--- src/rtl/rf_write_sched_pkg.sv ---
// Shared constants and buffer-entry type for the register-file write scheduler.
package rf_write_sched_pkg;

  localparam int DW_DEF           = 16;
  localparam int AW_DEF           = 2;
  localparam int DEPTH_DEF        = 2;
  localparam int STARVE_LIMIT_DEF = 4;

  // Buffer entries use the default widths; the top's DW/AW follow these defaults.
  typedef struct packed {
    logic [AW_DEF-1:0] addr;
    logic [DW_DEF-1:0] data;
  } rf_entry_t;

endpackage

--- src/rtl/rf_write_sched_if.sv ---
// Writeback, secondary-writer, decode and RF write-port signals of the write scheduler.
interface rf_write_sched_if
  import rf_write_sched_pkg::*;
#(
  parameter int DW = DW_DEF,
  parameter int AW = AW_DEF
) ();

  logic          wb_valid;
  logic [AW-1:0] wb_addr;
  logic [DW-1:0] wb_data;
  logic          mc_valid;
  logic          mc_ready;
  logic [AW-1:0] mc_addr;
  logic [DW-1:0] mc_data;
  logic [AW-1:0] rd_addr1;
  logic [AW-1:0] rd_addr2;
  logic [AW-1:0] id_dst;
  logic          hazard;
  logic          wb_stall;
  logic          rf_write;
  logic [AW-1:0] rf_addr3;
  logic [DW-1:0] rf_data3;

  modport master (
    output wb_valid, wb_addr, wb_data, mc_valid, mc_addr, mc_data,
           rd_addr1, rd_addr2, id_dst,
    input  mc_ready, hazard, wb_stall, rf_write, rf_addr3, rf_data3
  );

  modport slave (
    input  wb_valid, wb_addr, wb_data, mc_valid, mc_addr, mc_data,
           rd_addr1, rd_addr2, id_dst,
    output mc_ready, hazard, wb_stall, rf_write, rf_addr3, rf_data3
  );

endinterface

--- src/rtl/rf_sched_fifo.sv ---
// Secondary-writer buffer: circular FIFO exposing per-slot valid/addr for the pending vector.
module rf_sched_fifo
  import rf_write_sched_pkg::*;
#(
  parameter int DEPTH = DEPTH_DEF
) (
  input  logic                           clk,
  input  logic                           reset,
  input  logic                           push,
  input  rf_entry_t                      push_entry,
  input  logic                           pop,
  output rf_entry_t                      head,
  output logic [$clog2(DEPTH+1)-1:0]     count,
  output logic [DEPTH-1:0]               slot_valid,
  output logic [DEPTH-1:0][AW_DEF-1:0]   slot_addr
);

  localparam int PW = (DEPTH > 1) ? $clog2(DEPTH) : 1;
  localparam int CW = $clog2(DEPTH + 1);

  rf_entry_t        mem [DEPTH];
  logic [PW-1:0]    wr_ptr;
  logic [PW-1:0]    rd_ptr;
  logic [DEPTH-1:0] valid;

  function automatic logic [PW-1:0] ptr_inc(input logic [PW-1:0] p);
    return (p == PW'(DEPTH - 1)) ? '0 : p + PW'(1);
  endfunction

  // Control state is reset; storage is not, so stale entries are simply marked invalid.
  always_ff @(posedge clk or posedge reset) begin
    if (reset) begin
      wr_ptr <= '0;
      rd_ptr <= '0;
      count  <= '0;
      valid  <= '0;
    end else begin
      if (pop) begin
        valid[rd_ptr] <= 1'b0;
        rd_ptr        <= ptr_inc(rd_ptr);
      end
      if (push) begin
        valid[wr_ptr] <= 1'b1;
        wr_ptr        <= ptr_inc(wr_ptr);
      end
      case ({push, pop})
        2'b10:   count <= count + CW'(1);
        2'b01:   count <= count - CW'(1);
        default: count <= count;
      endcase
    end
  end

  always_ff @(posedge clk) begin
    if (push) mem[wr_ptr] <= push_entry;
  end

  always_comb begin
    head       = mem[rd_ptr];
    slot_valid = valid;
    for (int i = 0; i < DEPTH; i++) slot_addr[i] = mem[i].addr;
  end

endmodule

--- src/rtl/rf_write_sched.sv ---
// Register-file write-port scheduler: writeback wins, buffered secondary writes fill idle slots.
// Optional RF_SCHED_STATS_EN adds saturating stat_mc_writes / stat_stall_cycles counters.
module rf_write_sched
  import rf_write_sched_pkg::*;
#(
  parameter int DW           = DW_DEF,
  parameter int AW           = AW_DEF,
  parameter int DEPTH        = DEPTH_DEF,
  parameter int STARVE_LIMIT = STARVE_LIMIT_DEF
) (
  input  logic              clk,
  input  logic              reset,
  rf_write_sched_if.slave   bus
`ifdef RF_SCHED_STATS_EN
  ,
  output logic [15:0]       stat_mc_writes,
  output logic [15:0]       stat_stall_cycles
`endif
);

  localparam int CW   = $clog2(DEPTH + 1);
  localparam int SW   = $clog2(STARVE_LIMIT + 1);
  localparam int NREG = 1 << AW;

  rf_entry_t                   head;
  rf_entry_t                   push_entry;
  logic [CW-1:0]               count;
  logic [DEPTH-1:0]            slot_valid;
  logic [DEPTH-1:0][AW_DEF-1:0] slot_addr;
  logic                        push;
  logic                        pop;
  logic                        wb_win;
  logic                        buf_empty;
  logic [NREG-1:0]             pending;
  logic [SW-1:0]               starve_cnt;
  logic [SW-1:0]               starve_next;
  logic                        stall_next;

  rf_sched_fifo #(.DEPTH(DEPTH)) u_fifo (
    .clk        (clk),
    .reset      (reset),
    .push       (push),
    .push_entry (push_entry),
    .pop        (pop),
    .head       (head),
    .count      (count),
    .slot_valid (slot_valid),
    .slot_addr  (slot_addr)
  );

  // Accept only from registered occupancy; pushed data is never bypassed to the port.
  always_comb begin
    bus.mc_ready    = (count < CW'(DEPTH));
    push            = bus.mc_valid && bus.mc_ready;
    push_entry.addr = bus.mc_addr;
    push_entry.data = bus.mc_data;
  end

  // Writeback owns the port whenever present; the buffer head drains only into idle cycles.
  always_comb begin
    buf_empty    = (count == '0);
    wb_win       = bus.wb_valid && !reset;
    pop          = !wb_win && !buf_empty;
    bus.rf_write = 1'b0;
    bus.rf_addr3 = '0;
    bus.rf_data3 = '0;
    if (wb_win) begin
      bus.rf_write = 1'b1;
      bus.rf_addr3 = bus.wb_addr;
      bus.rf_data3 = bus.wb_data;
    end else if (!buf_empty) begin
      bus.rf_write = 1'b1;
      bus.rf_addr3 = head.addr;
      bus.rf_data3 = head.data;
    end
  end

  always_comb begin
    pending = '0;
    for (int i = 0; i < DEPTH; i++) begin
      if (slot_valid[i]) pending[slot_addr[i]] = 1'b1;
    end
    bus.hazard = pending[bus.rd_addr1] | pending[bus.rd_addr2] | pending[bus.id_dst];
  end

  // The stall flag rises when blocking reaches the limit and holds until the head finally drains.
  always_comb begin
    starve_next = starve_cnt;
    if (pop || buf_empty) begin
      starve_next = '0;
    end else if (wb_win && (starve_cnt < SW'(STARVE_LIMIT))) begin
      starve_next = starve_cnt + SW'(1);
    end
    stall_next = bus.wb_stall;
    if (pop) begin
      stall_next = 1'b0;
    end else if (starve_next == SW'(STARVE_LIMIT)) begin
      stall_next = 1'b1;
    end
  end

  always_ff @(posedge clk or posedge reset) begin
    if (reset) begin
      starve_cnt   <= '0;
      bus.wb_stall <= 1'b0;
    end else begin
      starve_cnt   <= starve_next;
      bus.wb_stall <= stall_next;
    end
  end

`ifdef RF_SCHED_STATS_EN
  always_ff @(posedge clk or posedge reset) begin
    if (reset) begin
      stat_mc_writes    <= '0;
      stat_stall_cycles <= '0;
    end else begin
      if (pop && (stat_mc_writes != 16'hFFFF))
        stat_mc_writes <= stat_mc_writes + 16'd1;
      if (bus.wb_stall && (stat_stall_cycles != 16'hFFFF))
        stat_stall_cycles <= stat_stall_cycles + 16'd1;
    end
  end
`endif

endmodule

--- src/flat_wrapper.sv ---
// flat-port wrapper written by rule: the top's interface ports become plain ports
module rf_write_sched_flat import rf_write_sched_pkg::*;
#(
  parameter int DW           = DW_DEF,
  parameter int AW           = AW_DEF,
  parameter int DEPTH        = DEPTH_DEF,
  parameter int STARVE_LIMIT = STARVE_LIMIT_DEF
)
  (clk, reset, bus_wb_valid, bus_wb_addr, bus_wb_data, bus_mc_valid, bus_mc_addr, bus_mc_data, bus_rd_addr1, bus_rd_addr2, bus_id_dst, bus_mc_ready, bus_hazard, bus_wb_stall, bus_rf_write, bus_rf_addr3, bus_rf_data3);
  rf_write_sched_if #(.DW(DW), .AW(AW)) bus_i ();
  input  logic clk;
  input  logic reset;
  input wire logic [$bits(bus_i.wb_valid)-1:0] bus_wb_valid;
  input wire logic [$bits(bus_i.wb_addr)-1:0] bus_wb_addr;
  input wire logic [$bits(bus_i.wb_data)-1:0] bus_wb_data;
  input wire logic [$bits(bus_i.mc_valid)-1:0] bus_mc_valid;
  input wire logic [$bits(bus_i.mc_addr)-1:0] bus_mc_addr;
  input wire logic [$bits(bus_i.mc_data)-1:0] bus_mc_data;
  input wire logic [$bits(bus_i.rd_addr1)-1:0] bus_rd_addr1;
  input wire logic [$bits(bus_i.rd_addr2)-1:0] bus_rd_addr2;
  input wire logic [$bits(bus_i.id_dst)-1:0] bus_id_dst;
  output wire logic [$bits(bus_i.mc_ready)-1:0] bus_mc_ready;
  output wire logic [$bits(bus_i.hazard)-1:0] bus_hazard;
  output wire logic [$bits(bus_i.wb_stall)-1:0] bus_wb_stall;
  output wire logic [$bits(bus_i.rf_write)-1:0] bus_rf_write;
  output wire logic [$bits(bus_i.rf_addr3)-1:0] bus_rf_addr3;
  output wire logic [$bits(bus_i.rf_data3)-1:0] bus_rf_data3;
  assign bus_i.wb_valid = bus_wb_valid;
  assign bus_i.wb_addr = bus_wb_addr;
  assign bus_i.wb_data = bus_wb_data;
  assign bus_i.mc_valid = bus_mc_valid;
  assign bus_i.mc_addr = bus_mc_addr;
  assign bus_i.mc_data = bus_mc_data;
  assign bus_i.rd_addr1 = bus_rd_addr1;
  assign bus_i.rd_addr2 = bus_rd_addr2;
  assign bus_i.id_dst = bus_id_dst;
  assign bus_mc_ready = bus_i.mc_ready;
  assign bus_hazard = bus_i.hazard;
  assign bus_wb_stall = bus_i.wb_stall;
  assign bus_rf_write = bus_i.rf_write;
  assign bus_rf_addr3 = bus_i.rf_addr3;
  assign bus_rf_data3 = bus_i.rf_data3;
  rf_write_sched #(.DW(DW), .AW(AW), .DEPTH(DEPTH), .STARVE_LIMIT(STARVE_LIMIT)) u_core (.clk(clk), .reset(reset), .bus(bus_i));
endmodule
--- config.mk ---
export PLATFORM = sky130hd
export DESIGN_NAME = rf_write_sched_flat
export DESIGN_NICKNAME = d
export VERILOG_FILES = /design/src/rtl/rf_write_sched_pkg.sv /design/src/rtl/rf_write_sched_if.sv /design/src/rtl/rf_sched_fifo.sv /design/src/rtl/rf_write_sched.sv /design/src/flat_wrapper.sv
export SDC_FILE = /design/constraint.sdc
export NUM_CORES = 1
export LEC_CHECK = 0
export BUFFER_PORTS_ARGS = -buffer_cell sky130_fd_sc_hd__buf_2
export CORE_MARGIN = 1
export CORE_UTILIZATION = 46
export CTS_CLUSTER_DIAMETER = 120
export DETAILED_ROUTE_END_ITERATION = 12
export PLACE_DENSITY = 0.78
export SYNTH_ARGS = -nofsm -noshare
export SYNTH_HDL_FRONTEND = slang
export SYNTH_SLANG_ARGS = --single-unit
--- constraint.sdc ---
create_clock -name clk -period 1.6 [get_ports clk]
set_input_delay 0.16 -clock clk [delete_from_list [all_inputs] [get_ports clk]]
set_output_delay 0.16 -clock clk [all_outputs]
set_load 0.01 [all_outputs]
==> summary.md, run 1 <==
| Metric | Value |
|---|---|
| Outcome | `finished with violations` |
| Failing checks | `setup timing` |
| CP max-delay cell | `edfxtp_1` |
| # clock sinks | `46` |
| Synth cell types | `35` |
| Avg WL per Cell | `14.5 um` |
| Synth cell count leaders | `edfxtp_1, nand2_1, mux2i_1, o21ai_2, dfrtp_1` |
| Post-route clock period utilization | `105%` |
| Setup TNS | `-128 ps` |
| Initial antenna violation count | `0` |
| Post-Syn Instances | `172` |
| Hold_sp | `bus_mc_data[14]` |
| GRT Overall Usage | `17.7%` |
| Chip width | `71.1 um` |
| GR Layer Usage met3 | `3.99%` |
| Synth warn | `0` |
| Site Rows | `24` |
| Startpoint Class | `flop` |
| Fraction of layout cells with a size suffix above 1 | `47.3%` |
| Mapped cell area | `2200 um^2` |
| Yosys top cell area share | `49.2%` |
| Starting Density | `49.1%` |
| Synth async-reset ratio | `21.7%` |
| CP Class | `reg -> out` |
| Gr busiest metal | `met2` |
| Clk buf depth | `2` |
| Reg2Reg Launch Point | `u_core.u_fifo.count[1]$_DFFE_PP0P_` |
| Worst slew pin tran | `369 ps` |
| CP cell instances | `xnor2_1 > a32oi_1 > a2bb2oi_1 > nand4_1 > buf_2` |
| P_sw | `1540 uW` |
| CTS clock-pin slew for the worst setup and hold paths | `80 ps` |
| Flop pwr share | `38.6%` |
| Critical path endpoint category | `output pin` |
| Met1 usage | `21.0%` |
| Crit Path Max Fanout | `4` |
| Max frequency | `596 MHz` |
| Leak pwr | `0.00125 uW` |
| H-tree depth | `2` |
| Worst clock skew | `1.33 ps` |
| Number of port buffers | `67` |
| Fin. max-slew vios | `0` |
| Max IR drop VDD | `0.819 mV` |
| Logic gate share of total power | `45.8%` |
| Final GP Congestion | `0.829` |
| GR Overflow Total | `0` |
| GR Util met2 | `31.4%` |
| Inst Count DP | `290` |
| First-pass GRT wire length | `6750 um` |
| Core Area | `4470 um^2` |
| Most frequent cell after synthesis | `edfxtp_1` |
| Cts bufs inserted | `5` |
| Main flop type after synthesis | `edfxtp_1` |
| Sw frac | `33.9%` |
| Synth area leaders | `edfxtp_1, dfrtp_1, mux2i_1` |
| Drt pass-1 iters | `6` |
| Later-pin clock latency in the skew report | `290 ps` |
| DRC Markers | `0` |
| CP startpoint | `u_core.u_fifo.mem[1][16]$_DFFE_PP_` |
| Required time of the worst setup path | `1440 ps` |
| Hold WC Path Type | `in -> reg` |
| Iter 0 DRT Violations | `61` |
| Synth Net Count | `220` |
| Hold Fails Final Rpt | `0` |
| Worst Slack Setup Final | `-77.8 ps` |
| Register area share after synthesis | `60.6%` |
| Pwr/cell area | `1570 nW/um^2` |
| Post-DRT Antenna Nets | `0` |
| CTS tree | `done` |
| Non-filler cells, final | `308` |
| Slew margin rel. | `75.4%` |
| Via count | `1,597` |
| Antenna Diode Count | `0` |
| Setup-failing EPs final | `8` |
| Period minus WS final | `1680 ps` |
| Die area | `5060 um^2` |
| Final net count | `303` |
| Synthesized area per cell | `12.8 um^2` |
| Worst Path Arrival | `1520 ps` |
| Die Ht | `71.1 um` |
| RSZ-0062 raised after global routing | `true` |
| Clock root buffer | `clkbuf_8` |
| Layout area overhead | `31.2%` |
| Cell taking the most area after synthesis | `edfxtp_1` |
| Max_cap viols | `0` |
| Clock power share | `15.7%` |
| Internal | `3000 uW` |
| Vias in the first global route | `1,520` |
| I/O pin count | `68` |
| Largest net degree at the start of global routing | `21` |
| Crit-path max cell delay | `470 ps` |
| Vias/cell | `5.19` |
| Yosys reg bits | `46` |
| Number of synthesized flops with an enable pin | `36` |
| Detailed Place HPWL | `3000 um` |
| Total Wirelength | `4460 um` |
| Post-layout util | `64.5%` |
[layout by cell type (no fill, tap or decap), types with 2 or more instances in the layout]
master	instances
a21oi_1	3
buf_12	3
buf_2	67
buf_4	12
clkbuf_16	2
clkbuf_8	6
dfrtp_1	9
edfxtp_1	36
ha_1	2
inv_1	6
mux2i_1	15
mux2i_2	3
nand2_1	23
nand3_1	2
nor2_1	7
nor2b_1	3
o21ai_0	4
o21ai_2	18
o22ai_1	4
xnor2_1	6
xor2_1	3
[power by group through the flow]
stage	Combinational, uW	Clock [uW]	Sequential [uW]
3_3_place_gp	1690	0	1740
3_5_place_dp	1710	0	1750
6_report	2080	712	1750
2_1_floorplan	1230	0	1700
4_1_cts	1800	725	1710
5_1_grt	2250	763	1780
[sequential cells by signal (all words and copies together), names as in the netlist]
register	flops
u_core.starve_cnt	3
u_core.u_fifo.count	2
u_core.bus.wb_stall	1
u_core.u_fifo.wr_ptr	1
u_core.u_fifo.rd_ptr	1
u_core.u_fifo.mem	36
u_core.u_fifo.slot_valid	2
[per-stage QoR]
step | hold WS (ps) | power (uW) | area [um^2] | setup WS [ps]
5_1_grt | 38.0 | 4790 | 2880 | -160
4_1_cts | 46.1 | 4240 | 2760 | -66.0
6_report | 55.4 | 4540 | 2880 | -77.8
3_3_place_gp | 157 | 3430 | 2620 | 209
3_5_place_dp | 161 | 3470 | 2620 | 163
2_1_floorplan | 0.178 | 2930 | 2200 | 41.8
[metal layers]
layer	routed length, um	vias up
met5	0	-
met4	57	0
met3	228	4
met2	2340	52
met1	1830	756
li1	-	785
[layout make-up]
cell class	instances	area [um^2]
clock buffer	6	82.6
clock inverter	2	12.5
tap	52	65.1
sequential	46	1330
inverter	7	26.3
multi-input combinational	110	820
timing repair buffer	85	546
fill	356	1590
[kinds of logic (layout without fill, tap and decap cells)]
logic type,count (synthesis),count (layout),synth area share (%)
muxes,19,19,8.65
buffers and inverters,16,100,3.81
adders and majority gates,2,2,1.14
AOI/OAI and AO/OA,36,36,12.6
xor gates and xnor gates,10,10,4.33
and+or+nand+nor,43,43,8.94
DFF,46,46,60.6
[repair_timing]
action	4_1_cts	5_1_grt
buffers inserted	3	4
endpoints found under the setup margin	19	19
hold buffers	1	0
gates resized for setup	3	11
cloned	0	2
endpoints found under the hold margin	10	0
pin swaps	5	20
[path summary, 6_finish.rpt]
check / endpoint / slack [ps] / cells after the start
min: u_core.u_fifo.mem[0][14]$_DFFE_PP_ / 60 / 1
max in group asynchronous: u_core.u_fifo.rd_ptr$_DFFE_PP0P_ / 890 / 3
min reg2reg: u_core.bus.wb_stall$_DFFE_PP0P_ / 490 / 1
max reg2reg: u_core.u_fifo.count[1]$_DFFE_PP0P_ / 70 / 7
max: bus_hazard / -80 / 5
min in group asynchronous: u_core.bus.wb_stall$_DFFE_PP0P_ / 420 / 3
[critical path, delay by kind of cell, from the launching register on]
family | cells | cell delay (ps)
flip-flops | 1 | 470
AO/OA/AOI/OAI | 2 | 370
XOR/XNOR | 1 | 160
AND/OR/NAND/NOR | 1 | 90
buffers and inverters | 1 | 150
Power figures use the tool's default switching activity.
==> run 2: changes to the inputs <==
--- a/config.mk
+++ b/config.mk
@@ -6,6 +6,7 @@
 export NUM_CORES = 1
 export LEC_CHECK = 0
 export BUFFER_PORTS_ARGS = -buffer_cell sky130_fd_sc_hd__buf_2
+export CORE_ASPECT_RATIO = 0.7
 export CORE_MARGIN = 1
 export CORE_UTILIZATION = 46
 export CTS_CLUSTER_DIAMETER = 120
==> run 2 against run 1 <==
  * The run still ends with setup timing left
  * Final area rose by 0.48%
  * Die area barely moved
  * First-iteration DRC count rose by 110%
  * Non-clock buffer count rose by 3
  * Clock power rose by 15%
  * Via count rose by 1.4%
  * Fmax rose by 0.76%
  * Global-route usage fell by 0.27 points
  * Sequential power barely moved
  * Utilization rose by 0.60 points
  * Hold slack got worse by 1.8 ps
  * Critical endpoint unchanged
  * Largest cell class unchanged
  * Largest power group unchanged
==> summary.md, run 2 (same netlist as run 1, synthesis figures left out) <==
| Metric | Value |
|---|---|
| # clock sinks | `46 (unchanged)` |
| Tightest hold margin | `53.5 ps (-1.84 ps)` |
| Outcome | `finished with violations` |
| Later-pin clock latency in the skew report | `290 ps (about the same)` |
| Final net count | `306 (+0.99%)` |
| Antenna Diode Count | `0 (unchanged)` |
| Drt pass-1 iters | `6 (unchanged)` |
| Most frequent cells in the layout | `buf_2, edfxtp_1, nand2_1, mux2i_1, o21ai_2` |
| Tot Pwr | `4630 uW (+2.0%)` |
| Starting Density | `49.4% (+0.22 points)` |
| Die area | `5060 um^2 (about the same)` |
| Fin. max-slew vios | `0 (unchanged)` |
| Non-filler cells, final | `314 (+1.9%)` |
| Sw frac | `33.0% (-0.97 points)` |
| Iter 0 DRT Violations | `127 (+110%)` |
| CP max-delay cell | `dfrtp_1` |
| Required time of the worst setup path | `1440 ps (about the same)` |
| CTS tree | `done` |
| Crit-path max cell delay | `430 ps (-40 ps)` |
| CP Class | `reg -> out` |
| Commonest non-fill, non-tap cell in the layout | `buf_2` |
| Setup-failing EPs final | `2 (-6)` |
| H-tree depth | `2 (unchanged)` |
| Fraction of layout cells with a size suffix above 1 | `45.6% (-1.7 points)` |
| Layout area overhead | `31.8%` |
| Site Rows | `20 (-17%)` |
| Internal | `3100 uW (+3.5%)` |
| CP cell instances | `nor2b_1 > a32oi_1 > a2bb2oi_1 > nand4_1 > buf_2` |
| Core Area | `4450 um^2 (-0.45%)` |
| Crit path max-delay family | `flip-flops` |
| Max layer used | `met4` |
| Vias in the first global route | `1,456 (-4.2%)` |
| Worst Path Arrival | `1510 ps (about the same)` |
| Reg2Reg Depth | `6 (-1)` |
| Post-layout util | `65.1% (+0.60 points)` |
| Hold Fails Final Rpt | `0 (unchanged)` |
| Hold WC Path Type | `in -> reg` |
| Pwr/cell area | `1600 nW/um^2 (+1.5%)` |
| Failing checks | `setup timing` |
| Routed metal-1 wire length | `2190 um (+19%)` |
| Worst hold stages | `1 (unchanged)` |
| Slew margin rel. | `73.8% (-1.5 points)` |
| Period minus WS final | `1670 ps (-12.6 ps)` |
| Filler Cells Inserted | `358 (+0.56%)` |
| DRC Markers | `0 (unchanged)` |
| Crit path buffers/inverters | `1 (unchanged)` |
| Largest net degree at the start of global routing | `22 (+4.8%)` |
| Hold_sp | `bus_mc_data[7]` |
| CTS clock-pin slew for the worst setup and hold paths | `80 ps (about the same)` |
| Avg WL per Cell | `14.6 um (+0.60%)` |
| Critical path endpoint category | `output pin` |
| Clock power share | `17.6% (+1.9 points)` |
| Clock root buffer | `clkbuf_8` |
| Worst clock skew | `6.64 ps (+5.31 ps)` |
| Detailed Place HPWL | `3080 um (+2.7%)` |
| Max frequency | `601 MHz (+0.76%)` |
| Vias/cell | `5.16 (-0.56%)` |
| Max reg flops | `36 (unchanged)` |
| Via count | `1,619 (+1.4%)` |
| Worst slew pin tran | `392 ps (+22.9 ps)` |
| P_sw | `1530 uW (-0.96%)` |
| Post-route clock period utilization | `104% (-0.79 points)` |
| Flop pwr share | `37.3% (-1.3 points)` |
| GRT Overall Usage | `17.4% (-0.27 points)` |
| Clk buf depth | `2 (unchanged)` |
| Final GP Congestion | `0.841 (+1.5%)` |
| Met2 routed WL | `2100 um (-10%)` |
| Top Registers | `u_core.u_fifo.mem: 36 flops, u_core.starve_cnt: 3 flops` |
| RSZ-0062 raised after global routing | `true` |
| Initial antenna violation count | `0 (unchanged)` |
| Chip width | `84.6 um (+19%)` |
| Number of port buffers | `67 (unchanged)` |
| Max IR drop VDD | `0.770 mV (-6.0%)` |
| Crit Path Max Fanout | `4 (unchanged)` |
| Post-DRT Antenna Nets | `0 (unchanged)` |
| I/O pin count | `68 (unchanged)` |
| First-pass GRT wire length | `6670 um (-1.2%)` |
| Reg2Reg Launch Point | `u_core.u_fifo.count[1]$_DFFE_PP0P_` |
| Worst Slack Setup Final | `-65.1 ps (+12.6 ps)` |
| Inst Count DP | `292 (+0.69%)` |
| Total Wirelength | `4570 um (+2.6%)` |
| Logic gate share of total power | `45.1% (-0.7 points)` |
| FF-to-FF End | `u_core.u_fifo.count[1]$_DFFE_PP0P_` |
| Worst Hold Path EP | `u_core.u_fifo.mem[0][7]$_DFFE_PP_` |
| Leak pwr | `0.00127 uW (+1.9%)` |
| Max_cap viols | `0 (unchanged)` |
| Die Ht | `59.8 um (-16%)` |
| Startpoint Class | `flop` |
| Biggest register | `u_core.u_fifo.mem` |
| GR Overflow Total | `0 (unchanged)` |
| Cts bufs inserted | `5 (unchanged)` |
| R2R setup slack | `170 ps (+100 ps)` |
| Met3 wire length | `236 um (+3.5%)` |
## run 2: changes by cell type in the layout (fill, tap and decap cells not counted), sizes merged
cell	delta
bufinv	+1
buf	+3
clkinvlp	-1
## run 2: metal layers
metal  GRT usage [%]  vias up
li1                -      789
met1            23.6      769
met2            28.2       57
met3            4.01        4
met4            6.05        0
met5               0        -
## run 2: area by class of cell
| type | count | area, um^2 | share of cell area (%) |
|---|---|---|---|
| sequential | 46 | 1330 | 46.0 |
| multi-input combinational | 110 | 788 | 27.2 |
| timing repair buffer | 88 | 576 | 19.9 |
| clock buffer | 6 | 72.6 | 2.50 |
| tap | 55 | 68.8 | 2.37 |
| clock inverter | 2 | 33.8 | 1.17 |
| inverter | 7 | 26.3 | 0.907 |
## run 2: stage by stage
| step | area (um^2) | setup WS (ps) | setup TNS, ps |
|---|---|---|---|
| after floorplan | 2200 | 41.8 | 0 |
| after global placement | 2630 | 147 | 0 |
| after detailed placement | 2630 | 125 | 0 |
| after CTS | 2790 | -88.9 | -139 |
| after global routing | 2900 | -154 | -677 |
| final | 2900 | -65.1 | -65.4 |
## run 2: worst max path at each step
| stage | from | endpoint | slack [ps] | cells after the start |
|---|---|---|---|---|
| 2_1_floorplan | u_core.u_fifo.count[1]$_DFFE_PP0P_ | u_core.u_fifo.mem[0][0]$_DFFE_PP_ | 40 | 3 |
| 3_3_place_gp | u_core.u_fifo.mem[1][16]$_DFFE_PP_ | bus_hazard | 150 | 5 |
| 3_5_place_dp | u_core.u_fifo.mem[1][16]$_DFFE_PP_ | bus_hazard | 120 | 5 |
| 4_1_cts | u_core.u_fifo.mem[1][16]$_DFFE_PP_ | bus_hazard | -90 | 5 |
| 5_1_grt | u_core.u_fifo.mem[1][16]$_DFFE_PP_ | bus_hazard | -150 | 5 |
| 6_report | u_core.u_fifo.slot_valid[0]$_DFF_PP0_ | bus_hazard | -70 | 5 |
## run 2: repair_timing
item | in CTS | in global routing
buffers inserted | 5 | 5
gates cloned | 0 | 3
hold buffers | 1 | 0
endpoints found under the hold margin | 10 | 0
setup endpoints to repair | 19 | 20
pin swaps | 8 | 14
gates resized for setup | 4 | 2
## run 2: power groups by stage
stage                     logic [uW]  clock network, uW  registers, uW
final                           2090                817           1730
after global routing            2250                882           1750
after CTS                       1840                833           1730
after detailed placement        1710                  0           1780
after global placement          1680                  0           1760
after floorplan                 1230                  0           1700
## run 2: worst register-to-register path: stages, from the launching register on
cell and delay, ps:
dfrtp_1 390, nor2_2 120, or2_4 200, inv_2 50, ha_1 310, nor2_1 150
xnor2_1 130
